===== src/rtl/iter_shift_unit_if.sv =====
// Handshake bundle for iter_shift_unit: request side (in_*), result side (out_*)
// and the busy status. The slave modport is the shifter's view; master is the
// view of whoever drives requests and consumes results.
interface iter_shift_unit_if #(
  parameter int WIDTH   = 16,
  parameter int SHAMT_W = 6
);

  logic               in_valid;
  logic               in_ready;
  logic [WIDTH-1:0]   in_data;
  logic [SHAMT_W-1:0] in_shamt;
  logic [1:0]         in_mode;
  logic               out_valid;
  logic               out_ready;
  logic [WIDTH-1:0]   out_data;
  logic               out_sticky;
  logic               busy;

  modport master (
    output in_valid, in_data, in_shamt, in_mode, out_ready,
    input  in_ready, out_valid, out_data, out_sticky, busy
  );

  modport slave (
    input  in_valid, in_data, in_shamt, in_mode, out_ready,
    output in_ready, out_valid, out_data, out_sticky, busy
  );

endinterface


===== src/rtl/iter_shift_unit.sv =====
// iter_shift_unit: multi-cycle dynamic shifter (SRL, SRA, SLL, ROR).
// A request is latched in IDLE, shifted by at most STEP bits per SHIFT cycle,
// and presented in DONE until the consumer takes it.
// Optional feature macro: ITER_SHIFT_STICKY_EN (accumulates the OR of all
// bits shifted out into out_sticky; without it out_sticky is constant 0).
// Reset is asynchronous and active-low.
module iter_shift_unit #(
  parameter int WIDTH   = 16,
  parameter int SHAMT_W = 6,
  parameter int STEP    = 4
) (
  input  logic             clock,
  input  logic             reset,
  iter_shift_unit_if.slave bus
);

  localparam int CNT_W = $clog2(WIDTH + 1);

  localparam logic [CNT_W-1:0] WIDTH_C = CNT_W'(WIDTH);
  localparam logic [CNT_W-1:0] STEP_C  = CNT_W'(STEP);
  localparam logic [31:0]      WIDTH_U = 32'(WIDTH);

  localparam logic [1:0] MODE_SRL = 2'b00;
  localparam logic [1:0] MODE_SRA = 2'b01;
  localparam logic [1:0] MODE_SLL = 2'b10;
  localparam logic [1:0] MODE_ROR = 2'b11;

  typedef enum logic [1:0] {
    IDLE  = 2'd0,
    SHIFT = 2'd1,
    DONE  = 2'd2
  } state_t;

  state_t           state;
  logic [WIDTH-1:0] data_q;
  logic [1:0]       mode_q;
  logic [CNT_W-1:0] remaining_q;
  logic             out_valid_q;
  logic             busy_q;
  logic             in_ready_q;

  logic [31:0]      shamt_wide;
  logic [CNT_W-1:0] eff;
  logic [CNT_W-1:0] step_amt;
  logic [WIDTH-1:0] shifted;

  // Effective amount: rotations wrap modulo WIDTH, plain shifts saturate at WIDTH
  always_comb begin
    shamt_wide = 32'(bus.in_shamt);
    if (bus.in_mode == MODE_ROR) begin
      eff = CNT_W'(shamt_wide % WIDTH_U);
    end else if (shamt_wide >= WIDTH_U) begin
      eff = WIDTH_C;
    end else begin
      eff = CNT_W'(shamt_wide);
    end
  end

  // One SHIFT step moves min(STEP, remaining) bits in the latched mode
  always_comb begin
    step_amt = (remaining_q > STEP_C) ? STEP_C : remaining_q;
    case (mode_q)
      MODE_SRL: shifted = data_q >> step_amt;
      MODE_SRA: shifted = $unsigned($signed(data_q) >>> step_amt);
      MODE_SLL: shifted = data_q << step_amt;
      default:  shifted = (data_q >> step_amt) | (data_q << (WIDTH_C - step_amt));
    endcase
  end

  // Control FSM with registered handshake and status outputs
  always_ff @(posedge clock or negedge reset) begin
    if (!reset) begin
      state       <= IDLE;
      data_q      <= '0;
      mode_q      <= MODE_SRL;
      remaining_q <= '0;
      out_valid_q <= 1'b0;
      busy_q      <= 1'b0;
      in_ready_q  <= 1'b1;
    end else begin
      case (state)
        IDLE: begin
          if (bus.in_valid) begin
            data_q      <= bus.in_data;
            mode_q      <= bus.in_mode;
            remaining_q <= eff;
            busy_q      <= 1'b1;
            in_ready_q  <= 1'b0;
            if (eff != '0) begin
              state <= SHIFT;
            end else begin
              state       <= DONE;
              out_valid_q <= 1'b1;
            end
          end
        end
        SHIFT: begin
          data_q      <= shifted;
          remaining_q <= remaining_q - step_amt;
          if (remaining_q == step_amt) begin
            state       <= DONE;
            out_valid_q <= 1'b1;
          end
        end
        DONE: begin
          if (bus.out_ready) begin
            state       <= IDLE;
            out_valid_q <= 1'b0;
            busy_q      <= 1'b0;
            in_ready_q  <= 1'b1;
          end
        end
        default: begin
          state       <= IDLE;
          out_valid_q <= 1'b0;
          busy_q      <= 1'b0;
          in_ready_q  <= 1'b1;
        end
      endcase
    end
  end

`ifdef ITER_SHIFT_STICKY_EN

  localparam logic [WIDTH-1:0] ONES = {WIDTH{1'b1}};

  logic             sticky_q;
  logic             step_sticky;
  logic [WIDTH-1:0] low_mask;
  logic [WIDTH-1:0] high_mask;

  // Bits leaving the word this step: low bits for right shifts, high bits for SLL
  always_comb begin
    low_mask  = ~(ONES << step_amt);
    high_mask = ~(ONES >> step_amt);
    case (mode_q)
      MODE_SRL: step_sticky = |(data_q & low_mask);
      MODE_SRA: step_sticky = |(data_q & low_mask);
      MODE_SLL: step_sticky = |(data_q & high_mask);
      default:  step_sticky = 1'b0;
    endcase
  end

  // Sticky accumulator: cleared on accept, ORed once per SHIFT step
  always_ff @(posedge clock or negedge reset) begin
    if (!reset) begin
      sticky_q <= 1'b0;
    end else if (state == IDLE && bus.in_valid) begin
      sticky_q <= 1'b0;
    end else if (state == SHIFT) begin
      sticky_q <= sticky_q | step_sticky;
    end
  end

  assign bus.out_sticky = sticky_q;

`else

  assign bus.out_sticky = 1'b0;

`endif

  assign bus.in_ready  = in_ready_q;
  assign bus.out_valid = out_valid_q;
  assign bus.out_data  = data_q;
  assign bus.busy      = busy_q;

endmodule


===== src/flat_wrapper.sv =====
// flat-port wrapper written by rule: the top's interface ports become plain ports
module iter_shift_unit_flat 
#(
  parameter int WIDTH   = 16,
  parameter int SHAMT_W = 6,
  parameter int STEP    = 4
)
  (clock, reset, bus_in_valid, bus_in_data, bus_in_shamt, bus_in_mode, bus_out_ready, bus_in_ready, bus_out_valid, bus_out_data, bus_out_sticky, bus_busy);
  iter_shift_unit_if #(.WIDTH(WIDTH), .SHAMT_W(SHAMT_W)) bus_i ();
  input  logic clock;
  input  logic reset;
  input wire logic [$bits(bus_i.in_valid)-1:0] bus_in_valid;
  input wire logic [$bits(bus_i.in_data)-1:0] bus_in_data;
  input wire logic [$bits(bus_i.in_shamt)-1:0] bus_in_shamt;
  input wire logic [$bits(bus_i.in_mode)-1:0] bus_in_mode;
  input wire logic [$bits(bus_i.out_ready)-1:0] bus_out_ready;
  output wire logic [$bits(bus_i.in_ready)-1:0] bus_in_ready;
  output wire logic [$bits(bus_i.out_valid)-1:0] bus_out_valid;
  output wire logic [$bits(bus_i.out_data)-1:0] bus_out_data;
  output wire logic [$bits(bus_i.out_sticky)-1:0] bus_out_sticky;
  output wire logic [$bits(bus_i.busy)-1:0] bus_busy;
  assign bus_i.in_valid = bus_in_valid;
  assign bus_i.in_data = bus_in_data;
  assign bus_i.in_shamt = bus_in_shamt;
  assign bus_i.in_mode = bus_in_mode;
  assign bus_i.out_ready = bus_out_ready;
  assign bus_in_ready = bus_i.in_ready;
  assign bus_out_valid = bus_i.out_valid;
  assign bus_out_data = bus_i.out_data;
  assign bus_out_sticky = bus_i.out_sticky;
  assign bus_busy = bus_i.busy;
  iter_shift_unit #(.WIDTH(WIDTH), .SHAMT_W(SHAMT_W), .STEP(STEP)) u_core (.clock(clock), .reset(reset), .bus(bus_i));
endmodule

===== config.mk =====
export PLATFORM = sky130hd
export DESIGN_NAME = iter_shift_unit_flat
export DESIGN_NICKNAME = d
export VERILOG_FILES = /design/src/rtl/iter_shift_unit_if.sv /design/src/rtl/iter_shift_unit.sv /design/src/flat_wrapper.sv
export SDC_FILE = /design/constraint.sdc
export NUM_CORES = 1
export LEC_CHECK = 0
export CAP_MARGIN = 20
export CORE_MARGIN = 2
export CORE_UTILIZATION = 40
export CTS_CLUSTER_DIAMETER = 80
export DETAILED_ROUTE_END_ITERATION = 12
export RECOVER_POWER = 50
export SLEW_MARGIN = 20
export SYNTH_ARGS = -nofsm -noshare
export SYNTH_HDL_FRONTEND = slang
export SYNTH_SLANG_ARGS = --single-unit

===== constraint.sdc =====
create_clock -name clock -period 3.7 [get_ports clock]
set_input_delay 0.74 -clock clock [delete_from_list [all_inputs] [get_ports clock]]
set_output_delay 0.74 -clock clock [all_outputs]
set_load 0.05 [all_outputs]

==> summary.txt, run 1 <==
Clock network
  • Clock root buffer: clkbuf_8
  • CTS H-Tree Depth: 1
  • Num CTS Buffers: 3
  • Setup Fix Bufs, Post-CTS: 0
  • # clock sinks: 28
  • PostCTS Resize Cnt: 0
  • Clock Pin Slew Worst Setup and Hold Paths: ~0.12 ns
  • CTS Hold Bufs: 0
  • TritonCTS clock tree: yes
  • Clock Latency Late Sink: approximately 0.3 ns
  • Clock buffer depth: 2

Timing
  • Clk_skew: 0.00670 ns
  • FMAX: between 300 and 400 MHz
  • Endpoints failing hold: 0
  • Final Setup Violations: 0
  • Tightest Pin Transition: about 1.7 ns
  • Slew headroom: -0.159
  • Final period util: 0.813
  • RSZ-0062 raised after global routing: false
  • Min cycle time layout: 3.01 ns
  • Final WS setup: about 0.69 ns
  • Max-slew violations: 29
  • Fin Setup TNS: 0 ns

Logic synthesis
  • Syn Area/Cell: 8.03 µm²
  • Syn. warnings: 0
  • Syn Inst Count: 437
  • Synth Cell Area: 3510 µm²
  • Largest area contributor in the synthesized netlist: dfrtp_1
  • Area share of the largest cell type after synthesis: 0.193
  • Most frequently used flop master after synthesis: dfrtp_1
  • Sequential fraction of the synthesis area: 0.200
  • Synth async-reset ratio: 1.00
  • Post-synth cell types: 67
  • Post-synth EDFFs: 0
  • Top cells by area, synth: dfrtp_1 19%, mux4_2 11%, mux2i_1 7.1%
  • Yosys reg bits: 28

Pwr
  • Psw: roughly 2.3 mW
  • Register share of total power: 0.215
  • Clock group share of total power: 0.066
  • Sw Ratio: 0.566
  • Internal: 1.79 mW
  • Worst vdd ir: between 0.4 and 0.5 mV
  • PwrDens: 1020 nW/µm²
  • Combinational share of power: 0.718
  • Tot Pwr: 4.13 mW
  • Leakage power total: ~1.4 nW

Setup path
  • Critical path peak fanout: 19
  • Required @ worst endpoint: 3.88 ns
  • Cells on worst reg2reg path: 8
  • Setup crit end kind: flip-flop
  • Max stage delay on crit path: around 0.68 ns
  • CP cell instances: nor4b_4 > inv_1 > ha_1 > buf_4 > mux2i_1 > nor3_1 > a2111oi_0 > a31oi_1
  • Critical path class: reg -> reg
  • Crit start category: flip-flop
  • Arr. time, crit path: ~3.2 ns
  • Slowest-stage cell, CP: ha_1

Die
  • # IOs: 48
  • Die Width: approximately 98 µm
  • Core area: between 8000 and 9000 µm²
  • Rows: 34
  • Total Die Area: roughly 9500 µm²
  • Die Height: 97.7 µm
  • Starting density of the core: 0.408

Outcome
  • Violated checks: capacitance limit, slew limit
  • Status: finished, violations left

Cells and area
  • Layout Nets: 479
  • Final Cell Area: 4040 µm²
  • Fillcell total: between 800 and 900
  • P&R area growth vs syn: 15.2%
  • Most frequent cells in the layout: 43 x clkdlybuf4s50_1, 42 x nand2_1, 27 x nor2_1, 27 x dfrtp_1, 26 x o21ai_0
  • Fraction of layout cells with a size suffix above 1: 0.130
  • N_diodes: 0
  • Most common cell after layout, fill and taps aside: clkdlybuf4s50_1
  • Multi-input combinational cell area: 2510 µm²
  • Core Util, Final: 0.471
  • Register Area: 702 µm²

Drt
  • Routed Antenna Nets: 0
  • Routed wire per std cell: between 20 and 25 µm
  • Avg Vias per Cell: 6.84
  • Via count: 3798
  • DRC viols: 0
  • DRT Pass-1 Iters: 6
  • Initial drt markers: between 400 and 500
  • Final WL: 12500 µm

Place
  • Placed inst area: 3980 µm²
  • IO Port Bufs: 46
  • Routability cong.: approximately 0.9
  • DPL Wire Length: 8120 µm
  • Place WS: a little over 0.8 ns

Hold path
  • Hold Path Stages: 1
  • Worst hold path class: reg -> reg

GRT
  • Largest net degree at the start of global routing: 31
  • Number of global-route vias before repair: 3592
  • GR Util All Layers: 0.259
  • Global-route wire length before repair: 19700 µm
  • Antenna violations before repair: 0
  • Grt total ovfl: 0

Run
  • Max-cap violation count: 1
[metal layers]
metal | vias up | routed length [µm] | part of all wire | GRT usage
met4 | 0 | 414 | 0.033 | 0.116
met3 | 34 | 1140 | 0.091 | 0.0396
met1 | 1847 | 5240 | 0.42 | 0.361
met2 | 233 | 5710 | 0.46 | 0.396
met5 | - | 0 | 0 | 0
li1 | 1684 | - | - | -
[stage by stage]
step / std cells / hold WS [ns]
2_1_floorplan: 438 / 0.444
3_3_place_gp: 551 / 0.474
3_5_place_dp: 551 / 0.480
4_1_cts: 555 / 0.508
5_1_grt: 555 / 0.532
6_report: 555 / 0.501
[synthesized netlist by cell type (9+ instances only)]
| cell type | number |
|---|---|
| mux2_2 | 12 |
| dfrtp_1 | 27 |
| mux4_2 | 17 |
| nor2b_1 | 10 |
| o21ai_0 | 26 |
| nor3_1 | 9 |
| nor2_1 | 27 |
| clkbuf_1 | 44 |
| nand2_1 | 42 |
| nand2b_1 | 10 |
| mux2i_1 | 25 |
| nand3_1 | 13 |
| a31oi_1 | 15 |
| a21oi_1 | 19 |
[layout make-up]
class,instances,area share
Multi-Input combinational cell,342,0.622
Sequential cell,28,0.174
Timing Repair Buffer,64,0.145
Clock buffer,3,0.0102
Inverter,9,0.00835
Clock inverter,1,0.00743
Tap cell,108,0.0334
[state kept, by name, indices dropped and copies added (netlist names)]
register              cells
u_core.bus.in_ready       1
u_core.mode_q             2
u_core.bus.busy           1
u_core.bus.out_data      16
u_core.remaining_q        5
u_core.state              2
u_core.bus.out_valid      1
[power by group through the flow]
stage / clock (mW) / sequential [mW] / combinational, mW
after floorplan: 0 / 0.921 / 2.03
after global placement: 0 / 0.875 / 2.90
after detailed placement: 0 / 0.880 / 2.91
after CTS: 0.274 / 0.874 / 2.93
after global routing: 0.287 / 0.921 / 3.19
final: 0.274 / 0.889 / 2.96
[critical path, delay by kind of cell, from the launching register on]
family / cells / cell delay, ns
AO/OA/AOI/OAI: 2 / 0.60
adder cells (fa/ha/maj): 1 / 0.68
buffers and inverters: 2 / 0.43
flip-flops: 1 / 0.53
multiplexers: 1 / 0.25
AND/OR/NAND/NOR: 2 / 0.42
[final timing paths]
path                                            start                      end  slack [ns]
worst min register to register   u_core.bus.out_valid     u_core.bus.out_valid        0.50
worst max register to register  u_core.remaining_q[4]  u_core.bus.out_data[14]        0.69
max in group asynchronous                       reset    u_core.remaining_q[4]        1.29
min in group asynchronous                       reset   u_core.bus.out_data[7]        1.42
worst min-delay path             u_core.bus.out_valid     u_core.bus.out_valid        0.50
worst max-delay path            u_core.remaining_q[4]  u_core.bus.out_data[14]        0.69
[logic make-up after synthesis]
| kind of cell | after synthesis | synth area share |
|---|---|---|
| DFF | 28 | 0.200 |
| xor gates and xnor gates | 1 | 0.00250 |
| other | 2 | 0.00214 |
| buffers and inverters | 68 | 0.0848 |
| muxes | 54 | 0.219 |
| AOI/OAI and AO/OA | 136 | 0.268 |
| and+or+nand+nor | 145 | 0.212 |
| adders and majority gates | 3 | 0.0107 |
Power figures use the tool's default switching activity.
==> run 2: changes to the inputs <==
Clock period 3.7 ns to 3 ns, I/O delays scaled along.
==> run 2 against run 1 <==
The run still ends with capacitance limit, slew limit left. Combinational power is 25% higher. Sequential cell count stayed put. Register-to-register slack worse by 0.40 ns. Global-route usage is 0.90 points lower.
==> summary.txt, run 2 (synthesis results as in run 1) <==
Clock network
  • Clock root buffer: clkbuf_8 (unchanged)
  • Clock Latency Late Sink: 0.31 ns (was 0.30 ns)
  • Num CTS Buffers: 3 (unchanged)
  • Clock Pin Slew Worst Setup and Hold Paths: 0.12 ns (about the same)
  • Setup Fix Bufs, Post-CTS: 0 (unchanged)
  • Clock buffer depth: 2 (unchanged)
  • # clock sinks: 28 (unchanged)
  • CTS H-Tree Depth: 1 (unchanged)
  • CTS Hold Bufs: 0 (unchanged)
  • PostCTS Resize Cnt: 0 (unchanged)
  • TritonCTS clock tree: yes (unchanged)

Die
  • Die Height: 97.7 µm (unchanged)
  • # IOs: 48 (unchanged)
  • Total Die Area: 9540 µm² (unchanged)
  • Starting density of the core: 0.408 (unchanged)
  • Core area: 8590 µm² (unchanged)
  • Rows: 34 (unchanged)
  • Die Width: 97.7 µm (unchanged)

Drt
  • Via count: 3682 (was 3798)
  • Final WL: 12100 µm (was 12500 µm)
  • Avg Vias per Cell: 6.55 (was 6.84)
  • DRT Pass-1 Iters: 5 (was 6)
  • Routed wire per std cell: 21.5 µm (was 22.5 µm)
  • Routed Antenna Nets: 0 (unchanged)
  • DRC viols: 0 (unchanged)
  • Initial drt markers: 432 (was 448)

Setup path
  • Max stage delay on crit path: 0.55 ns (was 0.68 ns)
  • Slowest-stage cell, CP: ha_1 (unchanged)
  • Critical path peak fanout: 16 (was 19)
  • Cell mode on critical path: a311oi_1
  • R2r setup slk: 0.29 ns (was 0.69 ns)
  • Cells on worst reg2reg path: 9 (was 8)
  • CP cell instances: nor4b_2 > inv_1 > ha_1 > buf_4 > nand3_1 > o211a_1 > o32ai_1 > a311oi_1 > a311oi_1 (was nor4b_4 > inv_1 > ha_1 > buf_4 > mux2i_1 > nor3_1 > a2111oi_0 > a31oi_1)
  • Critical path class: reg -> reg (unchanged)
  • Arr. time, crit path: 2.92 ns (was 3.19 ns)
  • Setup crit end kind: flip-flop (unchanged)
  • Required @ worst endpoint: 3.21 ns (was 3.88 ns)
  • R2R Path Start: u_core.remaining_q[4] (unchanged)
  • FF-to-FF End: u_core.bus.out_data[15] (was u_core.bus.out_data[14])
  • Crit start category: flip-flop (unchanged)

Timing
  • FMAX: 370 MHz (was 332 MHz)
  • RSZ-0062 raised after global routing: false (unchanged)
  • Tightest Pin Transition: 1.73 ns (was 1.74 ns)
  • Final period util: 0.902 (was 0.813)
  • Fin Setup TNS: 0 ns (unchanged)
  • Max-slew violations: 29 (unchanged)
  • Slew headroom: -0.156 (was -0.159)
  • Endpoints failing hold: 0 (unchanged)
  • Final Setup Violations: 0 (unchanged)
  • Min cycle time layout: 2.71 ns (was 3.01 ns)
  • Clk_skew: 0.00960 ns (was 0.00670 ns)

Hold path
  • Worst hold path class: reg -> reg (unchanged)
  • Hold worst-path end: u_core.bus.in_ready (was u_core.bus.out_valid)
  • Hold Crit Start: u_core.bus.in_ready (was u_core.bus.out_valid)
  • Hold Path Stages: 2 (was 1)

GRT
  • Grt met3 use: 0.0496 (was 0.0396)
  • GR Util All Layers: 0.250 (was 0.259)
  • GR Util met2: 0.378 (was 0.396)
  • Busiest layer in global routing: met2 (unchanged)
  • Grt total ovfl: 0 (unchanged)
  • GR Util met1: 0.346 (was 0.361)
  • Number of global-route vias before repair: 3438 (was 3592)
  • Global-route wire length before repair: 19000 µm (was 19700 µm)
  • Antenna violations before repair: 0 (unchanged)
  • Largest net degree at the start of global routing: 31 (unchanged)

Pwr
  • Tot Pwr: 5.12 mW (was 4.13 mW)
  • Combinational share of power: 0.725 (was 0.718)
  • Internal: 2.26 mW (was 1.79 mW)
  • Leakage power total: 1.46 nW (was 1.43 nW)
  • Psw: 2.86 mW (was 2.34 mW)
  • Worst vdd ir: 0.508 mV (was 0.477 mV)
  • PwrDens: 1250 nW/µm² (was 1020 nW/µm²)
  • Clock group share of total power: 0.065 (was 0.066)
  • Sw Ratio: 0.559 (was 0.566)
  • Register share of total power: 0.210 (was 0.215)

Cells and area
  • Layout Nets: 486 (was 479)
  • Most frequent cells in the layout: 44 x clkdlybuf4s50_1, 42 x nand2_1, 27 x nor2_1, 27 x dfrtp_1, 26 x o21ai_0 (was 43 x clkdlybuf4s50_1, 42 x nand2_1, 27 x nor2_1, 27 x dfrtp_1, 26 x o21ai_0)
  • P&R area growth vs syn: 16.5% (was 15.2%)
  • Most common cell after layout, fill and taps aside: clkdlybuf4s50_1 (unchanged)
  • Max reg flops: 16 (unchanged)
  • Fraction of layout cells with a size suffix above 1: 0.139 (was 0.130)
  • N_diodes: 0 (unchanged)

Outcome
  • Violated checks: capacitance limit, slew limit (unchanged)
  • Status: finished, violations left (unchanged)

Run
  • Max-cap violation count: 1 (unchanged)

Place
  • DPL Wire Length: 8230 µm (was 8120 µm)
  • IO Port Bufs: 46 (unchanged)
  • Routability cong.: 0.972 (was 0.915)
==> run 2: changes by cell type in the layout (fill, tap and decap cells not counted), sizes merged <==
cell	previous run	this run
dlygate4sd3	3	2
buf	16	21
clkdlybuf4s50	43	44
clkbuf	5	7
==> run 2: cell type report <==
cell class | count | area, µm²
Clock buffer | 3 | 41.3
Clock inverter | 1 | 30.0
Fill cell | 845 | 4500
Inverter | 9 | 33.8
Multi-Input combinational cell | 342 | 2510
Sequential cell | 28 | 702
Tap cell | 108 | 135
Timing Repair Buffer | 71 | 633
==> run 2: worst max path at each step <==
stage,start,end
global placement,u_core.remaining_q[4],u_core.bus.out_data[12]
finish,u_core.remaining_q[4],u_core.bus.out_data[15]
CTS,u_core.remaining_q[4],u_core.bus.out_data[15]
detailed placement,u_core.remaining_q[4],u_core.bus.out_data[15]
global route,u_core.remaining_q[4],u_core.bus.out_data[15]
floorplan,u_core.remaining_q[3],u_core.bus.out_data[14]
==> run 2: power groups by stage <==
stage / Combinational (mW) / Sequential [mW] / Clock, mW
2_1_floorplan: 2.50 / 1.14 / 0
3_3_place_gp: 3.66 / 1.06 / 0
3_5_place_dp: 3.66 / 1.06 / 0
4_1_cts: 3.68 / 1.05 / 0.339
5_1_grt: 3.98 / 1.11 / 0.345
6_report: 3.71 / 1.07 / 0.335
==> run 2: per-stage QoR <==
stage	hold WS (ns)	cell area [µm²]	setup WS (ns)	util	instances
6_report	0.499	4090	0.295	0.476	562
2_1_floorplan	0.304	3510	0.0288	-	438
4_1_cts	0.504	4100	0.347	0.478	562
3_5_place_dp	0.482	4030	0.363	0.469	558
3_3_place_gp	0.475	4030	0.457	0.469	558
5_1_grt	0.530	4090	0.100	0.476	562
==> run 2: critical path, delay by kind of cell (launching register included) <==
family                     cells  cell delay, ns
and+or+nand+nor                2            0.47
AOI/OAI and AO/OA              4            0.65
DFF                            1            0.53
adders and majority gates      1            0.55
buffers and inverters          2            0.41
==> run 2: per-layer routing <==
metal	part of all wire	wire, µm
met2	0.45	5470
met5	0	0
met3	0.087	1050
met1	0.43	5150
met4	0.035	426
